[src/rtl/mdu_pkg.sv]
// Shared definitions for the multi-cycle mul/div sequencer: ALU control codes
// (must track the core ALU encoding), MDU op codes and FSM state encodings.
package mdu_pkg;

    localparam logic [3:0] ALU_ADD = 4'b0000;
    localparam logic [3:0] ALU_SUB = 4'b0001;

    typedef enum logic [1:0] {
        MDU_MUL   = 2'b00,
        MDU_MULHU = 2'b01,
        MDU_DIVU  = 2'b10,
        MDU_REMU  = 2'b11
    } mdu_op_e;

    typedef enum logic [1:0] {
        S_IDLE = 2'b00,
        S_CALC = 2'b01,
        S_DONE = 2'b10
    } mdu_state_e;

endpackage

[src/rtl/mdu_seq.sv]
// RV32M unsigned MUL/MULHU/DIVU/REMU sequencer driving the core's shared ALU,
// one iteration per cycle. Define MDU_DIV0_FAST_EN to finish divide-by-zero at accept.
module mdu_seq
    import mdu_pkg::*;
#(
    parameter int XLEN = 32,
    parameter int ITER = 32
) (
    input  logic            clk,
    input  logic            rst,
    input  logic            start,
    input  logic [1:0]      op,
    input  logic [XLEN-1:0] rs1,
    input  logic [XLEN-1:0] rs2,
    output logic            busy,
    output logic            done,
    output logic [XLEN-1:0] result,
    output logic            alu_own,
    output logic [XLEN-1:0] alu_a,
    output logic [XLEN-1:0] alu_b,
    output logic [3:0]      alu_ctrl,
    input  logic [XLEN-1:0] alu_res
);

    localparam int CW = $clog2(ITER) + 1;

    mdu_state_e      state;
    mdu_op_e         op_q;
    logic [CW-1:0]   cnt;
    // hi doubles as the remainder and lo as the quotient: both ops start as {0, rs1}
    logic [XLEN-1:0] hi, lo, opb;
    logic [XLEN-1:0] hi_n, lo_n;
    logic [XLEN:0]   r33;
    logic            is_div;

    assign is_div  = op_q[1];
    assign alu_own = busy;
    assign r33     = {hi, lo[XLEN-1]};

    always_comb begin
        alu_a    = '0;
        alu_b    = '0;
        alu_ctrl = ALU_ADD;
        if (state == S_CALC) begin
            alu_b = opb;
            if (is_div) begin
                alu_ctrl = ALU_SUB;
                alu_a    = r33[XLEN-1:0];
            end else begin
                alu_a    = hi;
            end
        end
    end

    always_comb begin
        hi_n = hi;
        lo_n = lo;
        if (is_div) begin
            // r33[XLEN] set means the shifted remainder already exceeds any divisor
            if (r33[XLEN] || (r33[XLEN-1:0] >= opb)) begin
                hi_n = alu_res;
                lo_n = {lo[XLEN-2:0], 1'b1};
            end else begin
                hi_n = r33[XLEN-1:0];
                lo_n = {lo[XLEN-2:0], 1'b0};
            end
        end else if (lo[0]) begin
            hi_n = {(alu_res < hi), alu_res[XLEN-1:1]};
            lo_n = {alu_res[0], lo[XLEN-1:1]};
        end else begin
            hi_n = {1'b0, hi[XLEN-1:1]};
            lo_n = {hi[0], lo[XLEN-1:1]};
        end
    end

    always_ff @(posedge clk) begin
        if (rst) begin
            state  <= S_IDLE;
            op_q   <= MDU_MUL;
            cnt    <= '0;
            hi     <= '0;
            lo     <= '0;
            opb    <= '0;
            busy   <= 1'b0;
            done   <= 1'b0;
            result <= '0;
        end else begin
            done <= 1'b0;
            case (state)
                S_IDLE: begin
                    if (start) begin
                        op_q <= mdu_op_e'(op);
                        opb  <= rs2;
                        hi   <= '0;
                        lo   <= rs1;
                        cnt  <= '0;
                        busy <= 1'b1;
`ifdef MDU_DIV0_FAST_EN
                        if (op[1] && (rs2 == '0)) begin
                            state  <= S_DONE;
                            done   <= 1'b1;
                            result <= op[0] ? rs1 : '1;
                        end else begin
                            state  <= S_CALC;
                        end
`else
                        state <= S_CALC;
`endif
                    end
                end
                S_CALC: begin
                    hi  <= hi_n;
                    lo  <= lo_n;
                    cnt <= cnt + 1'b1;
                    if (cnt == CW'(ITER - 1)) begin
                        state  <= S_DONE;
                        done   <= 1'b1;
                        // op[0] selects the upper/remainder half for MULHU and REMU
                        result <= op_q[0] ? hi_n : lo_n;
                    end
                end
                S_DONE: begin
                    state <= S_IDLE;
                    busy  <= 1'b0;
                end
                default: state <= S_IDLE;
            endcase
        end
    end

endmodule
[config.mk]
export PLATFORM = sky130hd
export DESIGN_NAME = mdu_seq
export DESIGN_NICKNAME = d
export VERILOG_FILES = /design/src/rtl/mdu_pkg.sv /design/src/rtl/mdu_seq.sv
export SDC_FILE = /design/constraint.sdc
export NUM_CORES = 1
export LEC_CHECK = 0
export ABC_AREA = 1
export BUFFER_PORTS_ARGS = -buffer_cell sky130_fd_sc_hd__buf_2
export CAP_MARGIN = 20
export CORE_MARGIN = 5
export CORE_UTILIZATION = 30
export DETAILED_ROUTE_END_ITERATION = 12
export GPL_TIMING_DRIVEN = 0
export PLACE_DENSITY = 0.53
export SKIP_CTS_REPAIR_TIMING = 1
export SLEW_MARGIN = 20
export SYNTH_ARGS = -nofsm -noshare
export SYNTH_HDL_FRONTEND = slang
export SYNTH_SLANG_ARGS = --single-unit
[constraint.sdc]
create_clock -name clk -period 4.71 [get_ports clk]
set_input_delay 0.2355 -clock clk [delete_from_list [all_inputs] [get_ports clk]]
set_output_delay 0.2355 -clock clk [all_outputs]
set_load 0.02 [all_outputs]
-- After elaboration in Yosys (flattened, before gate mapping)
Cells that the tools add are included.
- reduce and logical (&&, ||, !) cells: 10
- add/sub/neg operators: 1
- equality and inequality tests: 5
- div/mod/pow operators: 0
- bitwise logic cells: 1
- shift-type cells: 0
- muxes and demuxes: 24
- $lt $le $gt $ge: 2
- multiply operators: 0
- operator list (cell ; number):
    32-bit two-way mux ; 11
    32-bit one-hot mux with 2 select lines ; 2
    32-bit >= comparator ; 1
    32-bit < comparator ; 1
    6-bit one-hot mux with 2 select lines ; 1
    2-bit AND reduction ; 5
    6-bit by 1-bit adder with 6-bit output (second input constant) ; 1
    6-bit by 5-bit equality test with 1-bit output (second input constant) ; 1
    6-bit two-way mux ; 1
    1-bit two-way mux ; 5
    2-bit two-way mux ; 2
    2-bit one-hot mux with 2 select lines ; 1
    2-bit nonzero test ; 2
    2-bit by 1-bit equality test with 1-bit output (second input constant) ; 1
    2-bit equality test (second input constant) ; 1
    2-bit zero test ; 1
    2-bit by 1-bit != test with 1-bit output (second input constant) ; 1
    2-bit != test (second input constant) ; 1
    1-bit one-hot mux with 2 select lines ; 1
    2-bit OR reduction ; 1
    1-bit logical OR ; 1
    1-bit NOT ; 1
- register bits after elaboration: 140
- output and inout bits: 103
- ROM bits: 0
- memories: 0
- memory bits (writable): 0
- input port bits: 101
- word-level logic and storage cells: 52
- latch bits: 0

-- Logic depth before layout (Yosys ltp)
- depth in word-level cells: 5
- depth in mapped cells: 19

-- Least setup slack after synthesis
OpenSTA, ideal clock, no wires.
- kind: register to register
- from: register opb[31]
- to: register result[10]
- cell stages (with the launch flop): 13
- setup slack: 2.832 ns
- required time: 4.578 ns
- arrival: 1.746 ns
- cells stage by stage: dfxtp_1 inv_1 ha_1 a211o_1 inv_1 nand2_1 nor2_4 buf_2 nand3_1 nand3_1 nand3_1 nand2_1 a21oi_1
- word-level cells in the longest chain between the ends: 5
- ends and longest elaborated chain (what ; line ; source):
    start, declared ; mdu_seq.sv:31 ; logic [XLEN-1:0] hi, lo, opb;
    start signal, assigned ; mdu_seq.sv:93 ; opb <= rs2;
    32-bit >= comparator ; mdu_seq.sv:60 ; if (r33[XLEN] || (r33[XLEN-1:0] >= opb)) begin
    1-bit logical OR ; mdu_seq.sv:60 ;
    32-bit two-way mux ; mdu_seq.sv:60 ;
    32-bit two-way mux ; mdu_seq.sv:58 ; if (is_div) begin
    32-bit two-way mux ; mdu_seq.sv:119 ; result <= op_q[0] ? hi_n : lo_n;
    end signal, assigned ; mdu_seq.sv:119 ;
    end, declared ; mdu_seq.sv:17 ; output logic [XLEN-1:0] result,
No other way between the ends.
A chain may end at the register's enable or synchronous reset.

-- Final worst setup path
- from: register state[0]
- to: output alu_ctrl[0]
- word-level cells in the longest chain between the ends: 2
- ends and longest elaborated chain (what ; line ; source):
    start, declared ; mdu_seq.sv:27 ; mdu_state_e state;
    start signal, assigned ; mdu_seq.sv:78 ; state <= S_IDLE;
    start signal, assigned ; mdu_seq.sv:107 ; state <= S_CALC;
    start signal, assigned ; mdu_seq.sv:116 ; state <= S_DONE;
    2-bit by 1-bit equality test with 1-bit output ; mdu_seq.sv:44 ; if (state == S_CALC) begin
    1-bit two-way mux ; mdu_seq.sv:44 ;
    end, declared ; mdu_seq.sv:21 ; output logic [3:0] alu_ctrl,
No other way between the ends.

==> impl_metrics.yaml <==
placement:
  hpwl_um: 28000
  gp_congestion: 0.879
  placed_area_um2: 10700
  dp_cells: 2072
  port_buffers: 200
logic_synthesis:
  synthTopCellsByCount: "nand2_1 (373), inv_1 (197), a21oi_1 (173), nor2_1 (157), dfxtp_1 (140)"
  synth_edf_count: 0
  synth_top_flop_cell: "dfxtp_1"
  synthDistinctLibCells: 35
  yosys-top-cells-area: "dfxtp_1 (30%), nand2_1 (15%), a21oi_1 (9.4%), ha_1 (8.7%), inv_1 (8.0%)"
  ys_seq_elements: 140
  synth.largest_area_cell: "dfxtp_1"
  avgSynthCellArea_um2: 6.26
  yosys_warnings: 0
  synthArstFlopShare: 0
  synth_most_common_cell: "nand2_1"
  synth_top_area_share: 0.304
  ys_seq_area_frac: 0.304
  postSynthCellCount: 1474
  synth_area_um2: 9220
sta:
  rsz0062_at_grt: "no"
  finalCritPeriodShare: 0.680
  tightestPinTransition_ns: 1.01
  slew_violations: 0
  final-hold-violation-count: 0
  setup_viol: 0
  period_needed_ns: 3.20
  relSlewSlack: 0.323
  fin_setup_tns_ns: 0
  fin_worst_skew_ns: 0.0115
  fmax_mhz: 312
job:
  max_cap_violations: 0
clock_network:
  clk_latency_ns: 0.43
  clock_sinks: 140
  cts_tree: "built"
  root_buffer: "clkbuf_16"
  cts_buffers: 17
  clkSlewWorstSetupHoldPaths_ns: 0.06
  ctsHtreeMaxLevel: 4
  cts_buffer_depth: 2
routing:
  via_per_inst: 4.85
  wl_per_cell_um: 16.8
  drt-total-wl_um: 35400
  vias: 10203
  initialDrtViolationCount: 698
  drt-pass1-iter-count: 5
  ant_nets: 0
  drc: 0
power:
  pwr_density_cell_nw_per_um2: 305
  clkPwrFrac: 0.392
  seqPwrFrac: 0.370
  comb_power_share: 0.238
  ir_drop_uv: 231
  p_sw_frac: 0.335
  p_leak_nw: 5.38
  internal_power_w: 0.00229
  p_total_w: 0.00344
  power_switching_w: 0.00115
min_path:
  worstHoldPathType: "in2reg"
  hold_start: "rs2[7]"
floorplanning:
  core_area_um2: 30500
  ios: 204
  rows: 64
  die_area_um2: 34300
  initial_core_util: 0.302
  die_w_um: 185
  fp.dieH_um: 185
setup_path:
  cp-end-kind: "primary output"
  timing.rr.start: "opb[31]$_SDFFE_PP0P_"
  startpoint: "state[0]$_SDFFE_PP0P_"
  worstPathRequired_ns: 4.47
  arrival_ns: 2.97
  start_kind: "flop"
  r2r_setup_slack_ns: 2.15
  critical_path_class: "reg2out"
  cp_max_fo: 10
cells_and_area:
  layout.cells.non_filler: 2103
  antenna-diode-count: 0
  areaGrowthSynthToFinish_pct: 22.5
  nets: 1860
  fill_cells: 3416
  design_area_um2: 11300
  layout-drive-gt1-share: 0.158
global_route:
  grt_start_max_net_pins: 17
  overflow: 0
  gr-usage-all-layers: 0.204
  first_global_vias: 9856
  antenna_found_initial: 3
  grt_pass1_wl_um: 54500
run_status:
  outcome: "complete, no violations"
## power groups by stage
stage | Combinational (W) | Clock (W) | Sequential (W)
floorplan | 0.000543 | 0 | 0.00129
global placement | 0.000808 | 0 | 0.00130
detailed placement | 0.000814 | 0 | 0.00130
CTS | 0.000819 | 0.00137 | 0.00127
global route | 0.000927 | 0.00144 | 0.00128
finish | 0.000819 | 0.00135 | 0.00127
## through the flow
step	hold WS [ns]	utilization	worst slack, ns
3_3_place_gp	0.451	0.352	1.96
3_5_place_dp	0.454	0.352	1.98
4_1_cts	0.0715	0.370	1.51
5_1_grt	0.0846	0.370	1.42
6_report	0.0894	0.370	1.51
2_1_floorplan	0.406	-	2.83
## layout by cell type (no fill, tap or decap), types with 6 or more instances in the layout
master / n
a21oi_1: 173
buf_1: 7
buf_2: 218
buf_4: 7
buf_6: 6
clkbuf_1: 59
clkbuf_16: 17
dfxtp_1: 140
ha_1: 64
inv_1: 197
nand2_1: 373
nand3_1: 104
nand4_1: 6
nor2_1: 157
o211ai_1: 20
o21ai_0: 75
o221ai_1: 11
o22ai_1: 32
## layer usage
metal,share of wire,GRT usage
met1,0.46,0.278
met5,0.00096,0
met3,0.062,0.0367
met2,0.46,0.338
met4,0.015,0.0426
## final cells by class
type	count	area (um^2)	area share
tap	396	495	0.0439
sequential	140	2800	0.248
buffer	96	454	0.0402
clock buffer	18	429	0.0380
clock inverter	13	143	0.0126
multi-input combinational	1040	5220	0.462
timing repair buffer	200	1000	0.0886
inverter	200	751	0.0665
## worst paths after layout
path / cells after the start / endpoint
min reg2reg: 2 / result[13]$_SDFFE_PP0P_
min: 3 / opb[7]$_SDFFE_PP0P_
max: 7 / alu_ctrl[0]
max reg2reg: 14 / result[13]$_SDFFE_PP0P_
## state kept, by name, summed over array words and instances (netlist names), 2 cells and up
signal and flops:
opb 32, state 2, result 32, hi 32, lo 32, cnt 6
op_q 2
## worst max-delay path, cell delays in order, from the launching register on
cell	delay, ns
dfxtp_1	0.31
inv_1	0.05
nor2_1	0.55
inv_1	0.26
clkbuf_1	0.41
clkbuf_1	0.42
nor2_1	0.32
buf_2	0.22
## cell families after synthesis
group	synth area share
other	0.000407
adder cells (fa/ha/maj)	0.0868
AO/OA/AOI/OAI	0.193
buffers and inverters	0.131
flip-flops	0.304
AND/OR/NAND/NOR	0.285
Power figures use the tool's default switching activity.
